`src/rtl/cube_serial_rx.sv`:
```
// -----------------------------------------------------------------------------
// cube_serial_rx
// Receiving end of the LED-cube serial scan link. It oversamples the
// sclk/rclk/sdio stream on clk, rebuilds the 72-bit words shifted toward the
// 595 chain, and reassembles the eight 64-bit layer images. A frame is
// published once every layer has been latched at least once.
//
// Optional build macro: CUBE_RX_STATS_EN
//   Adds frame_cnt / err_cnt 16-bit wrapping event counters.
//
// Ports
//   clk             system clock
//   rst             asynchronous reset, active-high
//   sclk_in         serial shift clock (asynchronous)
//   rclk_in         latch clock (asynchronous)
//   sdio_in         serial data (asynchronous)
//   layer_1..8      published layer images (held until the next frame)
//   frame_valid     one-cycle pulse when a complete frame is published
//   frame_err       one-cycle pulse on a rejected latch
//   err_len         sticky: latch with wrong bit count
//   err_sel         sticky: select field not exactly one-hot / one-cold
//   frame_cnt       (stats build) published frame count
//   err_cnt         (stats build) rejected latch count
//
// The layer outputs map select bit i to layer_(i+1), so SEL_W is expected to
// stay at 8.
// -----------------------------------------------------------------------------
module cube_serial_rx #(
    parameter int DATA_W         = 64,
    parameter int SEL_W          = 8,
    parameter int SEL_ACTIVE_LOW = 0
) (
    input  logic              clk,
    input  logic              rst,
    input  logic              sclk_in,
    input  logic              rclk_in,
    input  logic              sdio_in,
    output logic [DATA_W-1:0] layer_1,
    output logic [DATA_W-1:0] layer_2,
    output logic [DATA_W-1:0] layer_3,
    output logic [DATA_W-1:0] layer_4,
    output logic [DATA_W-1:0] layer_5,
    output logic [DATA_W-1:0] layer_6,
    output logic [DATA_W-1:0] layer_7,
    output logic [DATA_W-1:0] layer_8,
    output logic              frame_valid,
    output logic              frame_err,
    output logic              err_len,
    output logic              err_sel
`ifdef CUBE_RX_STATS_EN
    ,
    output logic [15:0]       frame_cnt,
    output logic [15:0]       err_cnt
`endif
);

    localparam int W     = DATA_W + SEL_W;
    localparam int CNT_W = $clog2(W + 2);
    localparam int IDX_W = $clog2(SEL_W);
    localparam logic [CNT_W-1:0] CNT_FULL = CNT_W'(W);
    localparam logic [CNT_W-1:0] CNT_SAT  = CNT_W'(W + 1);

    // [0] first sync stage, [1] second sync stage, [2] previous second stage
    logic [2:0] sclk_q;
    logic [2:0] rclk_q;
    logic [1:0] sdio_q;

    logic [W-1:0]      sr;
    logic [CNT_W-1:0]  bitcnt;
    logic [DATA_W-1:0] shadow [SEL_W];
    logic [SEL_W-1:0]  seen;

    logic              sclk_rise;
    logic              rclk_rise;
    logic [W-1:0]      sr_next;
    logic [CNT_W-1:0]  cnt_next;
    logic [SEL_W-1:0]  sel_eff;
    logic              sel_ok;
    logic              len_ok;
    logic [IDX_W-1:0]  sel_idx;
    logic              store;
    logic [SEL_W-1:0]  store_mask;
    logic              seen_full;
    logic [SEL_W-1:0]  seen_next;

    assign sclk_rise = sclk_q[1] & ~sclk_q[2];
    assign rclk_rise = rclk_q[1] & ~rclk_q[2];

    // A shift coincident with a latch is applied first, so the latch
    // decision looks at the post-shift register and count.
    always_comb begin
        sr_next  = sr;
        cnt_next = bitcnt;
        if (sclk_rise) begin
            sr_next = {sr[W-2:0], sdio_q[1]};
            if (bitcnt != CNT_SAT)
                cnt_next = bitcnt + 1'b1;
        end
    end

    always_comb begin
        if (SEL_ACTIVE_LOW != 0)
            sel_eff = ~sr_next[SEL_W-1:0];
        else
            sel_eff = sr_next[SEL_W-1:0];
        sel_ok = (sel_eff != '0) && ((sel_eff & (sel_eff - 1'b1)) == '0);
        len_ok = (cnt_next == CNT_FULL);
        sel_idx = '0;
        for (int i = 0; i < SEL_W; i++) begin
            if (sel_eff[i])
                sel_idx = IDX_W'(i);
        end
    end

    assign store      = rclk_rise & len_ok & sel_ok;
    assign store_mask = store ? (SEL_W'(1) << sel_idx) : '0;
    assign seen_full  = &seen;
    // A layer stored in the publish cycle starts the next frame's mask.
    assign seen_next  = (seen_full ? '0 : seen) | store_mask;

    always_ff @(posedge clk or posedge rst) begin
        if (rst) begin
            sclk_q      <= '0;
            rclk_q      <= '0;
            sdio_q      <= '0;
            sr          <= '0;
            bitcnt      <= '0;
            seen        <= '0;
            for (int i = 0; i < SEL_W; i++)
                shadow[i] <= '0;
            layer_1     <= '0;
            layer_2     <= '0;
            layer_3     <= '0;
            layer_4     <= '0;
            layer_5     <= '0;
            layer_6     <= '0;
            layer_7     <= '0;
            layer_8     <= '0;
            frame_valid <= 1'b0;
            frame_err   <= 1'b0;
            err_len     <= 1'b0;
            err_sel     <= 1'b0;
        end else begin
            sclk_q <= {sclk_q[1:0], sclk_in};
            rclk_q <= {rclk_q[1:0], rclk_in};
            sdio_q <= {sdio_q[0], sdio_in};

            sr     <= sr_next;
            bitcnt <= rclk_rise ? '0 : cnt_next;
            seen   <= seen_next;

            frame_valid <= 1'b0;
            frame_err   <= 1'b0;

            if (rclk_rise) begin
                if (!len_ok) begin
                    frame_err <= 1'b1;
                    err_len   <= 1'b1;
                end else if (!sel_ok) begin
                    frame_err <= 1'b1;
                    err_sel   <= 1'b1;
                end else begin
                    shadow[sel_idx] <= sr_next[W-1:SEL_W];
                end
            end

            if (seen_full) begin
                layer_1     <= shadow[0];
                layer_2     <= shadow[1];
                layer_3     <= shadow[2];
                layer_4     <= shadow[3];
                layer_5     <= shadow[4];
                layer_6     <= shadow[5];
                layer_7     <= shadow[6];
                layer_8     <= shadow[7];
                frame_valid <= 1'b1;
            end
        end
    end

`ifdef CUBE_RX_STATS_EN
    // Counters step on the same edge that raises the corresponding pulse.
    always_ff @(posedge clk or posedge rst) begin
        if (rst) begin
            frame_cnt <= '0;
            err_cnt   <= '0;
        end else begin
            if (seen_full)
                frame_cnt <= frame_cnt + 16'd1;
            if (rclk_rise && !(len_ok && sel_ok))
                err_cnt <= err_cnt + 16'd1;
        end
    end
`endif

endmodule

```
`config.mk`:
```
export PLATFORM = sky130hd
export DESIGN_NAME = cube_serial_rx
export DESIGN_NICKNAME = d
export VERILOG_FILES = /design/src/rtl/cube_serial_rx.sv
export SDC_FILE = /design/constraint.sdc
export NUM_CORES = 2
export LEC_CHECK = 0
export ABC_AREA = 1
export BUFFER_PORTS_ARGS = -buffer_cell sky130_fd_sc_hd__buf_2
export CAP_MARGIN = 0
export CORE_UTILIZATION = 40
export DETAILED_ROUTE_END_ITERATION = 6
export PLACE_DENSITY_LB_ADDON = 0.2
export SYNTH_ARGS = -nofsm -noshare
export SYNTH_HDL_FRONTEND = slang
export SYNTH_SLANG_ARGS = --single-unit
```
`constraint.sdc`:
```
create_clock -name clk -period 103.5 [get_ports clk]
set_clock_uncertainty 0.15 [all_clocks]
set_input_delay 10.35 -clock clk [delete_from_list [all_inputs] [get_ports clk]]
set_output_delay 10.35 -clock clk [all_outputs]
set_load 0.05 [all_outputs]
```
### Yosys cells after proc, flatten, opt, wreduce, memory -nomap -nowiden

Cells that the tools add are included.

* add/sub/neg operators: 2
* multipliers: 0
* divide/modulo/power cells: 0
* $lt $le $gt $ge: 2
* eq/ne operators: 2
* shift operators: 1
* multiplexer cells: 20
* bitwise gates (word level): 11
* reduce and logical (&&, ||, !) cells: 8

Operators by type and width (number)
* 512-bit bitwise mux: 1
* 64-bit demux with 3-bit select: 1
* 72-bit two-way mux: 1
* 64-bit two-way mux: 1
* 7-bit two-way mux: 3
* 3-bit two-way mux: 6
* 8-bit two-way mux: 2
* 8-bit bitwise AND: 1
* 8-bit logical NOT: 1
* 8-bit bitwise OR: 1
* 8-bit AND reduction: 1
* 8-bit nonzero test: 1
* 1-bit by 3-bit left shift with 8-bit output, first input constant: 1
* 8-bit by 1-bit subtractor with 8-bit output, second input constant: 1
* 7-bit by 1-bit adder with 7-bit output, second input constant: 1
* 7-bit == test, second input constant: 1
* 7-bit inequality test, second input constant: 1
* 3-bit AND reduction: 2
* 1-bit two-way mux: 5
* 1-bit bitwise AND: 4
* 4-bit >= comparator, second input constant: 1
* 4-bit by 1-bit < comparator with 1-bit output, second input constant: 1
* 1-bit inverter: 4
* 3-bit inverter with 4-bit output: 1
* other kinds (2): 3

* bits in registers: 1123
* latch bits: 0
* RAM bits: 0
* bits in read-only memories: 0
* bits of input ports: 5
* output and inout port bits: 516
* word-level logic and storage cells: 72
* memories kept: 0

### Depth between registers and ports, before layout

* word-level depth: 16
* depth in mapped cells: 17
* depth with buffers taken out: 15

### Least setup slack after synthesis

No wires, ideal clock.

* path type: register to output
* start point: register layer_1[0]
* end point: output layer_1[0]
* arrival: 0.600 ns
* data required time: 93.000 ns
* slack: 92.400 ns
* stages on the path, launching flop included: 1
* buffers on the path: 0
* cell sequence: dfrtp_1

RTL lines
* from (decl): RTL line 38 `output logic [DATA_W-1:0] layer_1,`
* from (signal assigned): RTL line 168 `layer_1 <= shadow[0];`

No word-level cell between the ends.

==> flow_metrics.py <==
metrics = {
    "floorplanning": {
        "num_rows": 120,
        "start_util_pct": 40.4,
        "die_area_um2": 110000,
        "ioPinCount": 521,
        "coreArea_um2": 107000,
        "dieHeight_um": 331,
        "dieWidth_um": 331,
    },
    "pwr": {
        "pwr_density_cell_nw_per_um2": 18.0,
        "ir_worst_vdd_mv": 0.0137,
        "leakage_nw": 30.3,
    },
    "detailed_routing": {
        "drc_errors": 0,
        "viasPerCell": 5.00,
        "first_iter_violations": 2930,
        "dr.pass1.iters": 6,
        "routedWlPerCell_um": 19.6,
        "detail-route-antenna-nets": 0,
        "routed_wl_mm": 133,
        "dr_total_vias": 33900,
    },
    "place": {
        "hpwl_mm": 76.2,
        "place_inst": 6553,
        "place_congestion": 0.773,
        "portBuffers": 520,
    },
    "final_layout": {
        "instances_no_fill": 6772,
        "n_fill_cell": 10400,
        "area_growth_syn_to_layout_pct": 17.4,
        "fin_nets": 5276,
        "drive_above_1_share_pct": 14.5,
    },
    "worst_setup_path": {
        "worstPathMaxFanout": 157,
        "worst_path_most_repeated_cell": "buf_4",
        "critPathKind": "in -> async",
        "cp_cell_sequence": "buf_2, inv_8, buf_4, buf_12, buf_4",
        "r2r_slack_ns": 96.77,
        "arrival_ns": 13.91,
        "cpMaxStageDelayCell": "buf_4",
        "start_kind": "input port",
        "critical_path.max_stage_delay_ns": 0.93,
        "endpoint_kind": "asynchronous set/reset pin",
        "required_ns": 104.03,
    },
    "status": {
        "status": "finished clean",
    },
    "yosys": {
        "ys_top_cells_by_count": "nand2_1, dfrtp_1, nand3_1, clkbuf_1, buf_2",
        "synth.area.top_cells": "dfrtp_1, nand2_1, nand3_1",
        "synth_area_per_cell_um2": 8.87,
        "synth-main-ff-cell": "dfrtp_1",
        "syn_area_um2": 43300,
        "ys_types": 28,
        "ys_warn_count": 0,
        "synth_compound_area_share_pct": 0.248,
        "synthAdderAreaFrac_pct": 0.0578,
        "synth_top_family_by_area": "simple AND/OR/NAND/NOR gates",
        "synth_top_area_cell": "dfrtp_1",
        "syn_inst": 4883,
        "yosysSeqAreaShare_pct": 64.9,
        "async_flop_share_pct": 100,
        "synth.area.mux_share_pct": 0,
        "synthXorXnorAreaFrac_pct": 0.0202,
        "synth_edf_count": 0,
        "yosysMostFrequentCell": "nand2_1",
        "synth_top_cell_area_share_pct": 64.9,
        "synthSimpleGateAreaFrac_pct": 31.2,
        "ys_ff_latch": 1123,
        "synth_nets": 4890,
    },
    "timing": {
        "relSlewSlack_pct": 12.5,
        "setup_viol": 0,
        "fmax_ghz": 0.0747,
        "drv_slew": 0,
        "fin_crit_sh_pct": 12.9,
        "finalSetupTns_ns": 0,
        "fin_crit_ns": 13.38,
        "hold_violations": 0,
        "worst-slew-pin-transition_ns": 1.31,
        "rsz0062_at_grt": "false",
    },
    "global_route": {
        "antenna_found_initial": 0,
        "grtUsageTotal_pct": 23.9,
        "grt_max_degree": 240,
        "grt-ovfl-total": 0,
        "grt_pass1_wl_mm": 201,
        "grt_pass1_vias": 32700,
    },
    "clocking": {
        "cts_setup_buffers": 0,
        "insertion_delay_ns": 0.72,
        "clockRootBuffer": "clkbuf_16",
        "clk_path_buf_depth": 3,
        "cts_buffers": 117,
        "clk_pin_slew_worst_paths_ns": 0.06,
        "hold_buffers": 0,
        "cts_max_level": 3,
        "ctsResizeCount": 0,
        "tritoncts": "yes",
        "numClockSinks": 1123,
    },
    "hold_path": {
        "hold_class": "reg -> reg",
    },
    "job": {
        "maxCapViolations": 0,
    },
}
==> stage by stage <==
step                power [mW]  instance area, um^2  worst slack [ns]  hold WS (ns)  utilization (%)
global route             0.947                50800             89.53         0.215             47.4
CTS                      0.927                50800             89.93         0.210             47.4
finish                   0.918                50800             90.12         0.208             47.4
global placement         0.485                46800             89.19         0.185             43.6
floorplan                0.471                43300             61.38         0.181                -
detailed placement       0.485                46800             89.15         0.189             43.6
==> final cells by class <==
class / count / area (um^2) / share of cell area, %
clock inverter: 46 / 664 / 1.31
antenna: 2 / 5.00 / 0.00984
timing repair buffer: 566 / 3040 / 5.97
sequential: 1123 / 28100 / 55.3
tap: 1403 / 1760 / 3.45
clock buffer: 171 / 3400 / 6.69
multi-input combinational: 3422 / 13700 / 27.0
inverter: 39 / 165 / 0.325
==> state kept, by name, indices dropped and copies added, names as in the netlist <==
signal and flops:
err_sel 1, sdio_q 2, sr 72, frame_valid 1
shadow 512, layer_3 64, sclk_q 3, layer_8 64
seen 8, bitcnt 7, layer_7 64, err_len 1
layer_1 64, layer_2 64, layer_6 64, frame_err 1
rclk_q 3, layer_5 64, layer_4 64
==> worst max-delay path, delay by kind of cell <==
family                 cells  cell delay (ns)
buffers and inverters      5             3.15
==> report_power, final <==
part           switching, mW  internal [mW]
combinational         0.0302        0.00363
clock                  0.181          0.261
sequential           0.00132          0.441
total                  0.212          0.705
==> logic make-up (layout without fill, tap and decap cells) <==
family,count (synthesis),after routing
AO/OA/AOI/OAI,20,20
other,0,2
buffers and inverters,338,822
XOR/XNOR,1,1
adder cells (fa/ha/maj),2,2
AND/OR/NAND/NOR,3399,3399
flip-flops,1123,1123
==> metal layers <==
| metal | share of wire, % | vias up | GRT usage, % |
|---|---|---|---|
| met5 | 0 | - | 0 |
| met4 | 2.6 | 0 | 7.52 |
| met3 | 6.3 | 170 | 4.25 |
| met2 | 46 | 982 | 36.6 |
| met1 | 45 | 16800 | 34.6 |
| li1 | - | 16000 | - |
==> placed cells by master, fill, tap and decap left out, types with 13 or more instances in the layout <==
master / n
buf_2: 520
bufinv_16: 13
nor2_1: 16
clkbuf_8: 25
clkbuf_1: 28
clkbuf_16: 118
nand2_1: 2823
inv_1: 30
nand3_1: 532
dfrtp_1: 1123
buf_4: 39
clkinv_2: 21
==> worst paths after layout <==
kind / start / endpoint / cells past startpoint
worst max-delay path: rst / layer_5[39] / 5
worst min-delay path: rclk_q[0] / rclk_q[1] / 0
worst max register to register: sclk_q[1] / shadow[220] / 13
worst min register to register: rclk_q[0] / rclk_q[1] / 0
max in group clk: layer_3[51] / layer_3[51] / 1
min in group asynchronous: rst / layer_2[5] / 2
(Power assumes the default switching activity.)
